--- src/rtl/sc_grid_monitor.sv ---
// Grid measurement conditioner: classifies raw voltage/frequency samples, debounces
// them asymmetrically (fast degrade, slow recovery) and forces FAULT on sample starvation.
module sc_grid_monitor #(
  parameter int VW          = 12,
  parameter int FW          = 8,
  parameter int V_OUTAGE    = 1000,
  parameter int V_NOM_LO    = 3400,
  parameter int V_NOM_HI    = 3800,
  parameter int F_TOL       = 20,
  parameter int DEGRADE_CNT = 3,
  parameter int RECOVER_CNT = 8,
  parameter int TIMEOUT_CYC = 1000
) (
  input  logic          clk,
  input  logic          reset_n,
  input  logic          sample_valid,
  input  logic [VW-1:0] voltage,
  input  logic [FW-1:0] freq_dev,
  output logic [1:0]    grid_state,
  output logic          state_change,
  output logic          sample_stale
);

  localparam int CMAX = (DEGRADE_CNT > RECOVER_CNT) ? DEGRADE_CNT : RECOVER_CNT;
  localparam int CW   = $clog2(CMAX + 1);
  localparam int TW   = $clog2(TIMEOUT_CYC + 1);

  localparam logic [VW-1:0] V_OUT_C  = VW'(V_OUTAGE);
  localparam logic [VW-1:0] V_LO_C   = VW'(V_NOM_LO);
  localparam logic [VW-1:0] V_HI_C   = VW'(V_NOM_HI);
  localparam logic [FW-1:0] F_TOL_C  = FW'(F_TOL);
  localparam logic [CW-1:0] CMAX_C   = CW'(CMAX);
  localparam logic [CW-1:0] DEG_C    = CW'(DEGRADE_CNT);
  localparam logic [CW-1:0] REC_C    = CW'(RECOVER_CNT);
  localparam logic [TW-1:0] TMAX_C   = TW'(TIMEOUT_CYC);
  localparam logic [TW-1:0] TFIRE_C  = TW'(TIMEOUT_CYC - 1);

  // Encoding doubles as severity order, so "worse" is a plain magnitude compare.
  typedef enum logic [1:0] {
    GS_OK       = 2'b00,
    GS_UNSTABLE = 2'b01,
    GS_FAULT    = 2'b10
  } gs_e;

  gs_e           state_q, state_d, cand_q, cand_d, raw;
  logic [CW-1:0] cnt_q, cnt_d;
  logic [TW-1:0] tmr_q, tmr_d;
  logic          stale_q, stale_d, chg_q, chg_d;

  always_comb begin
    raw = GS_OK;
    if (voltage < V_OUT_C)
      raw = GS_FAULT;
    else if (voltage < V_LO_C || voltage > V_HI_C || freq_dev > F_TOL_C)
      raw = GS_UNSTABLE;
  end

  always_comb begin
    state_d = state_q;
    cand_d  = cand_q;
    cnt_d   = cnt_q;
    tmr_d   = tmr_q;
    stale_d = stale_q;
    chg_d   = 1'b0;
    if (sample_valid) begin
      tmr_d   = '0;
      stale_d = 1'b0;
      if (raw == state_q) begin
        cnt_d = '0;
      end else begin
        if (raw == cand_q) begin
          cnt_d = (cnt_q == CMAX_C) ? cnt_q : cnt_q + CW'(1);
        end else begin
          cand_d = raw;
          cnt_d  = CW'(1);
        end
        if (cnt_d >= ((cand_d > state_q) ? DEG_C : REC_C)) begin
          state_d = cand_d;
          cnt_d   = '0;
          chg_d   = 1'b1;
        end
      end
    end else begin
      if (tmr_q != TMAX_C)
        tmr_d = tmr_q + TW'(1);
      // Timer parks at TMAX after firing, so starvation reports only once.
      if (tmr_q == TFIRE_C) begin
        stale_d = 1'b1;
        state_d = GS_FAULT;
        cand_d  = GS_FAULT;
        cnt_d   = '0;
        chg_d   = (state_q != GS_FAULT);
      end
    end
  end

  always_ff @(posedge clk or negedge reset_n) begin
    if (!reset_n) begin
      state_q <= GS_FAULT;
      cand_q  <= GS_FAULT;
      cnt_q   <= '0;
      tmr_q   <= '0;
      stale_q <= 1'b0;
      chg_q   <= 1'b0;
    end else begin
      state_q <= state_d;
      cand_q  <= cand_d;
      cnt_q   <= cnt_d;
      tmr_q   <= tmr_d;
      stale_q <= stale_d;
      chg_q   <= chg_d;
    end
  end

  assign grid_state   = state_q;
  assign state_change = chg_q;
  assign sample_stale = stale_q;

endmodule
--- config.mk ---
export PLATFORM = sky130hd
export DESIGN_NAME = sc_grid_monitor
export DESIGN_NICKNAME = d
export VERILOG_FILES = /design/src/rtl/sc_grid_monitor.sv
export SDC_FILE = /design/constraint.sdc
export NUM_CORES = 1
export LEC_CHECK = 0
export ABC_AREA = 0
export CAP_MARGIN = 30
export CORE_ASPECT_RATIO = 0.6
export CORE_MARGIN = 2
export CORE_UTILIZATION = 53
export CTS_BUF_LIST = sky130_fd_sc_hd__clkbuf_8
export CTS_CLUSTER_DIAMETER = 40
export DETAILED_ROUTE_END_ITERATION = 16
export GPL_ROUTABILITY_DRIVEN = 0
export PLACE_DENSITY = 0.91
export REMOVE_ABC_BUFFERS = 1
export SLEW_MARGIN = 20
export SYNTH_ARGS = -nofsm -noshare
export SYNTH_HDL_FRONTEND = slang
export SYNTH_SLANG_ARGS = --single-unit
--- constraint.sdc ---
create_clock -name clk -period 3.6 [get_ports clk]
set_input_delay 0.54 -clock clk [delete_from_list [all_inputs] [get_ports clk]]
set_output_delay 0.54 -clock clk [all_outputs]
set_load 0.02 [all_outputs]
# ---- Word level (Yosys, flattened, before mapping)
# Index checks and enable logic that the tools add are counted.
dict set report totals {
  register_bits 20
  latch_bits 0
  mem_bits_rw 0
  mem_bits_ro 0
  inputBits 23
  elab_cells 56
  memories 0
}
dict set report classes {
  addsub 2
  mul 0
  div_mod_pow 0
  order_cmp 6
  eq_ne 8
  shift 0
  mux 28
  n_bitwise 0
  reduce_logical 6
}
# op count
set ops {}
lappend ops {{$mux 4} 9}
lappend ops {{$mux 10} 2}
lappend ops {{$mux 2} 10}
lappend ops {{$gt 12x12->1 const B} 1}
lappend ops {{$lt 12x10->1 const B} 1}
lappend ops {{$lt 12x12->1 const B} 1}
lappend ops {{$add 10x1->10 const B} 1}
lappend ops {{$eq 10x10->1 const B} 1}
lappend ops {{$ne 10x10->1 const B} 1}
lappend ops {{$gt 8x5->1 const B} 1}
lappend ops {{$mux 1} 7}
lappend ops {{$add 4x1->4 const B} 1}
lappend ops {{$eq 2x2->1} 2}
lappend ops {{$eq 4x4->1 const B} 1}
lappend ops {{$ge 4x4->1} 1}
lappend ops {{$ne 2x2->1 const B} 2}
lappend ops {{$reduce_bool 2->1} 2}
lappend ops {{$reduce_and 3->1} 1}
lappend ops {{$gt 2x2->1} 1}
lappend ops {{$logic_or 1x1->1} 2}
lappend ops {{$ne 2x1->1 const B} 1}
lappend ops {{$reduce_and 2->1} 1}

# ---- Depth between registers and ports, before layout
# Gate-level depths: netlist of run 1.
dict set report logic_depth {
  depth_word 15
  ltp_mapped 16
}

# ---- Worst setup path before layout of run 1
# Ideal clock, no wire load.
dict set report synth_timing {
  path_kind {input -> register}
  start {input voltage[5]}
  end {register cnt_q[3]}
  setup_ns 0.064
  t_arrival_ns 3.311
  t_required_ns 3.536
  setup_slack_ns 0.225
  stages 16
  path_buffers 0
  path_cell_list {or4_4 > nor4_2 > o2111ai_2 > or2b_1 > ha_1 > nor2b_1 > o21ai_0 > inv_1 > ha_1 > nand2b_1 > a21o_1 > a21o_1 > inv_1 > o2111ai_2 > nor4_1 > a211o_1}
}
dict set report synth_between {
  elab_chain_len 15
  word_cells_on_any_way 21
  cone_classes {5 x order compare; 2 x eq/ne; 12 x mux; 2 x reduce/logical}
}
# element line_no
set synth_rtl {}
lappend synth_rtl {{start: declaration} 17} ;# input logic [VW-1:0] voltage,
lappend synth_rtl {{$lt 12x12->1 / $gt 12x12->1 (equally long branches)} 54} ;# else if (voltage < V_LO_C || voltage > V_HI_C || freq_dev > F_TOL_C)
lappend synth_rtl {{$logic_or 1x1->1 (2 in a row)} 54}
lappend synth_rtl {{$mux 1} 54}
lappend synth_rtl {{$mux 2 *} 52} ;# if (voltage < V_OUT_C)
lappend synth_rtl {{$eq 2x2->1} 71} ;# if (raw == cand_q) begin
lappend synth_rtl {{$mux 2} 71}
lappend synth_rtl {{$mux 2} 68} ;# if (raw == state_q) begin
lappend synth_rtl {{$mux 2} 65} ;# if (sample_valid) begin
lappend synth_rtl {{$gt 2x2->1} 77} ;# if (cnt_d >= ((cand_d > state_q) ? DEG_C : REC_C)) begin
lappend synth_rtl {{$mux 4} 77}
lappend synth_rtl {{$ge 4x4->1} 77}
lappend synth_rtl {{$mux 4} 77}
lappend synth_rtl {{$mux 4 *} 68}
lappend synth_rtl {{$mux 4 *} 65}
lappend synth_rtl {{end signal: assignment} 108} ;# cnt_q <= cnt_d;
lappend synth_rtl {{end: declaration} 46} ;# logic [CW-1:0] cnt_q, cnt_d;
# Every way passes the cells marked *; elsewhere a longest branch is shown, timed or not. The select of a mux whose other input is x is not followed.
# A chain may end at the register's enable or synchronous reset.

# ---- Worst setup path in the final report of run 1
dict set report layout_timing {
  start {input voltage[1]}
  end {register cnt_q[3]}
}
# The elaborated chain is that of the path after synthesis.

==> results of run 1 <==
[through the flow]
step / util, % / total power, mW
after floorplan: - / 0.524
after global routing: 80.1 / 1.12
after detailed placement: 71.8 / 0.707
final: 80.1 / 1.07
after CTS: 78.5 / 1.02
after global placement: 71.8 / 0.674
[final cells by class]
cell class	count	area [um2]
clock buffers	3	41.3
clock inverters	1	30.0
fillers	118	498
inverters	10	37.5
multi-input cells	124	930
flip-flops and latches	20	503
well taps	32	40.0
repair buffers	50	425
[registers in the layout, summed over array words and instances (netlist names)]
signal        flops
tmr_q            10
cand_q            2
sample_stale      1
grid_state        2
cnt_q             4
state_change      1
[layer usage]
layer,part of all wire [%],GRT usage [%],up-vias
met4,4.5,9.62,0
met2,46,52.4,116
li1,-,-,662
met1,40,39.0,742
met3,8.9,6.05,35
met5,0,0,-
[cell families after synthesis]
family                   after synthesis  synth area share (%)
AND/OR/NAND/NOR                       72                  27.0
AO/OA/AOI/OAI                         30                  16.1
flip-flops                            20                  36.2
buffers and inverters                 14                  4.05
XOR/XNOR                               9                  5.67
adder cells (fa/ha/maj)                9                  8.10
multiplexers                           4                  2.88
[critical path, delay by kind of cell]
family	cells	cell delay, ps
compound gates	6	1070
buf+inv	3	410
simple gates	6	1390
fa+ha+maj	2	430
[power by group through the flow]
stage	logic, mW	registers, mW	clock network, mW
final	0.521	0.326	0.226
after floorplan	0.203	0.321	0
after global placement	0.362	0.312	0
after CTS	0.468	0.319	0.229
after global routing	0.553	0.331	0.238
after detailed placement	0.388	0.320	0
[path summary, 6_finish.rpt]
kind                                 to  depth (start not counted)  slack [ps]          start
hold / removal             sample_stale                          1         490        reset_n
min in group clk              cand_q[1]                          2         550      cand_q[1]
max in group asynchronous     cand_q[1]                          2        2630        reset_n
hold reg to reg               cand_q[1]                          2         550      cand_q[1]
setup reg to reg               cnt_q[3]                         13         570  grid_state[1]
setup / recovery               cnt_q[3]                         17         -40     voltage[1]
[Yosys cell counts (3+ instances only)]
master    n
nor2_1   20
nand2_1  12
a21oi_1   5
nor2b_1   3
nand4_1   3
o21ai_0   7
nor3_1    8
nand3_1   6
xor2_1    5
dfrtp_1  18
xnor2_1   4
mux2i_1   4
ha_1      9
inv_1    10
nor4_1    4
[what timing repair did]
action,CTS,global route
pin swaps,13,12
setup buffers,4,2
resized for setup,28,14
endpoints found under the setup margin,6,5
hold buffers,0,0
==> impl_metrics.ini, run 1 <==
[logic_synthesis]
ys_ff_latch = 20
async_flop_share_pct = 100
ys.flop_type = dfrtp_1
synth_area_leaders = dfrtp_1 (32%), ha_1 (8.1%), nor2_1 (5.4%), dfstp_2 (3.8%), nand2_1 (3.2%)
synth-edff-count = 0
synth_cell_types = 43
yosys_warnings = 0
syn_area_mm2 = 0.00139
synth_seq_area_share_pct = 36.2
syn_inst = 158
syn_area_per_cell_um2 = 8.80
synth_top_cell_by_area = dfrtp_1
synth_top_area_share_pct = 32.4

[global_route]
grt_pass1_vias = 1438
antenna_found_initial = 0
grt_max_degree = 21
grt_overflow = 0
grt_first_pass_wirelength_um = 7100
track_usage_pct = 30.2

[clock_network]
tritoncts = yes
numClockSinks = 20
numCtsBuffers = 3
clk_pin_slew_ps = 70
cts_buffer_depth = 2
root_buffer = clkbuf_8
insertion_delay_ps = 260
htree_num_levels = 1

[sta]
fmax_ghz = 0.275
finalHoldViolations = 0
finClkSkew_ps = 4.24
slew_violations = 0
finalSetupTns_ps = -78.7
min_period_over_period_pct = 101
setup_ws_ps = -40.7
tightest_slew_ps = 750
whs_ps = 493
setup_viol = 3
relSlewSlack_pct = 49.9
period_minus_slack_ps = 3640

[worst_setup_path]
critPathMaxFanout = 4
cp.arrival_ps = 3840
path_cells = dlygate4sd2_1 > or4_4 > nor4_4 > o2111ai_2 > or2b_4 > ha_4 > nor2b_2 > o21ai_2 > inv_1 > ha_1 > nand2b_4 > a21o_1 > a21o_1 > inv_2 > o2111ai_4 > nor4_2 > a211o_1
crit_type = input port to register
max_stage_delay_ps = 510
required_ps = 3800
slowest_stage = or4_4
crit_top_cell = a21o_1
end_kind = register
cp-start-kind = input port

[power_and_ir_drop]
seqPwrFrac_pct = 30.4
p_switching_mw = 0.394
intPower_mw = 0.679
power.density_mw_per_mm2 = 535
clkPwrFrac_pct = 21.0
share_comb_of_total_power_pct = 48.5
ir_drop_mv = 0.288
swShare_pct = 36.7
p_leak_nw = 0.893

[hold_path]
hold_path.class = input port to async pin

[die]
rows = 14
io-pin-count = 27
start_util_pct = 55.5
die_x_um = 70.1
die-area_mm2 = 0.00306
die_h_um = 43.7
coreArea_mm2 = 0.00250

[place]
dp_cells = 229
place_ws_ps = -482
dp_hpwl_um = 2890
postPlaceCellArea_mm2 = 0.00180
numPortBuffers = 26

[cells_and_area]
n_antenna_cell = 0
final_area_mm2 = 0.00201
layout_commonest_cell = buf_4
final_nets = 241
drive_gt1_share_pct = 26.9
area_growth_pct = 44.4
instances_no_fill = 240
mostFrequentLayoutCells = buf_4 (23), nor2_1 (19), dfrtp_1 (18)

[outcome]
violations = negative setup slack
status = finished with violations

[drt]
drc = 0
first_pass_iters = 5
vias = 1555
wl_per_cell_um = 20.2
wirelength_um = 4840
postRouteAntennaNets = 0
drtIter0Drc = 252
post_drt_via_cell_ratio = 6.48

[job]
drv_cap = 0
No activity file was read; power rests on OpenSTA's default activity.
==> run 2: changes to the inputs <==
--- a/config.mk
+++ b/config.mk
@@ -15,7 +15,6 @@
 export DETAILED_ROUTE_END_ITERATION = 16
 export GPL_ROUTABILITY_DRIVEN = 0
 export PLACE_DENSITY = 0.91
-export REMOVE_ABC_BUFFERS = 1
 export SLEW_MARGIN = 20
 export SYNTH_ARGS = -nofsm -noshare
 export SYNTH_HDL_FRONTEND = slang
==> run 2 against run 1 <==
Against the previous run: the run now ends clean; die area did not move; combinational power rose by 12%; clock-buffer cell count did not move; non-clock buffer count rose by 3; utilization rose by 2.6 points; first-iteration DRC count fell by 21%; critical path depth rose by 2; worst setup slack improved by 49 ps; clock power rose by 4%; final area rose by 3.3%; power rose by 5.9%; highest routed layer unchanged.
==> impl_metrics.ini, run 2 (same netlist as run 1, synthesis figures left out) <==
[die]
die_h_um = 43.7
start_util_pct = 55.5
rows = 14
io-pin-count = 27
die_x_um = 70.1
coreArea_mm2 = 0.00250
die-area_mm2 = 0.00306

[logic_synthesis]
syn-num-nets = 190

[worst_setup_path]
slowest_stage = nor4_2
crit_type = input port to register
path_cells = clkbuf_2 > nand4b_1 > buf_4 > buf_4 > nor4_4 > o2111ai_2 > or2b_1 > ha_4 > nor2b_4 > o21ai_4 > inv_2 > ha_4 > nand2b_4 > a21o_1 > a21o_1 > inv_2 > o2111ai_4 > nor4_2 > a211o_1
max_stage_delay_ps = 340
required_ps = 3810
critPathMaxFanout = 4
reg2reg_from = grid_state[1]
cp-start-kind = input port
cp.arrival_ps = 3810
critPathLaunch = voltage[8]
end_kind = register

[global_route]
grtUsageMet2_pct = 51.8
busiest_layer = met2
met3_usage_pct = 7.44
grt_max_degree = 21
grt_pass1_vias = 1459
grt_overflow = 0
antenna_found_initial = 0
grt_first_pass_wirelength_um = 7380
met1_usage_pct = 43.2
track_usage_pct = 32.1

[cells_and_area]
largest_reg_flops = 10
final_nets = 244
area_growth_pct = 49.1
top_register = tmr_q
layout_commonest_cell = buf_4
n_antenna_cell = 0
top_regs = tmr_q: 10 flops, cnt_q: 4 flops
mostFrequentLayoutCells = buf_4 (26), nor2_1 (18), dfrtp_1 (18)
drive_gt1_share_pct = 30.3
fin_util_pct = 82.8

[clock_network]
htree_num_levels = 1
insertion_delay_ps = 280
numCtsBuffers = 3
holdBufCountCts = 0
root_buffer = clkbuf_8
tritoncts = yes
numClockSinks = 20
clk_pin_slew_ps = 80
cts_buffer_depth = 2

[place]
numPortBuffers = 26
dp_hpwl_um = 3040

[drt]
first_pass_iters = 5
postRouteAntennaNets = 0
drtIter0Drc = 198
wirelength_um = 5150
vias = 1594
drc = 0
wl_per_cell_um = 21.2
post_drt_via_cell_ratio = 6.56

[hold_path]
hold_path.class = input port to async pin

[job]
drv_cap = 0

[sta]
finalHoldViolations = 0
finClkSkew_ps = 5.87
setup_viol = 0
fmax_ghz = 0.278
relSlewSlack_pct = 51.3
period_minus_slack_ps = 3590
min_period_over_period_pct = 99.8
slew_violations = 0
tightest_slew_ps = 729

[power_and_ir_drop]
power_mw = 1.14
power.density_mw_per_mm2 = 548
p_leak_nw = 0.909
ir_drop_mv = 0.341

[outcome]
status = completed
## run 2: worst paths after layout
path	endpoint	slack [ps]	cells after the start
min in group clk	cand_q[1]	500	2
min reg2reg	cand_q[1]	500	2
max reg2reg	cnt_q[3]	640	13
max	cnt_q[3]	8	19
min	tmr_q[8]	490	1
max in group asynchronous	grid_state[1]	2640	2
## run 2: worst max-delay path, delay by kind of cell
kind | cells | cell delay (ps)
simple gates | 6 | 1300
compound gates | 6 | 980
buf+inv | 5 | 570
fa+ha+maj | 2 | 400
## run 2: stage by stage
| step | hold WS (ps) | area, um2 | TNS [ps] | std cells | worst slack [ps] |
|---|---|---|---|---|---|
| final | 488 | 2070 | 0 | 243 | 7.98 |
| after global routing | 506 | 2070 | -120 | 243 | -115 |
| after CTS | 495 | 1960 | 0 | 238 | 6.29 |
| after detailed placement | 482 | 1820 | -3380 | 232 | -623 |
| after global placement | 476 | 1820 | -1340 | 232 | -255 |
| after floorplan | 244 | 1390 | 0 | 158 | 225 |
## run 2: where the power goes
part / internal (mW) / switching [mW] / total [mW]
Combinational: 0.289 / 0.293 / 0.581
Clock: 0.149 / 0.0868 / 0.236
Sequential: 0.267 / 0.0520 / 0.319
Total: 0.705 / 0.431 / 1.14
## run 2: what timing repair did
| item | CTS | global route |
|---|---|---|
| resized for setup | 29 | 24 |
| endpoints found under the setup margin | 6 | 5 |
| setup buffers | 2 | 5 |
| pin swaps | 11 | 11 |
| gates cloned | 0 | 0 |
## run 2: area by class of cell
cell class,instances,area (um2)
Multi-Input combinational cell,124,977
Clock inverter,1,30.0
Timing Repair Buffer,53,444
Fill cell,133,432
Clock buffer,3,41.3
Sequential cell,20,503
Inverter,10,37.5
Tap cell,32,40.0
## run 2: routing by layer
layer,routed length [um],up-vias
li1,-,667
met5,0,-
met2,2180,153
met3,496,42
met1,2130,732
met4,337,0
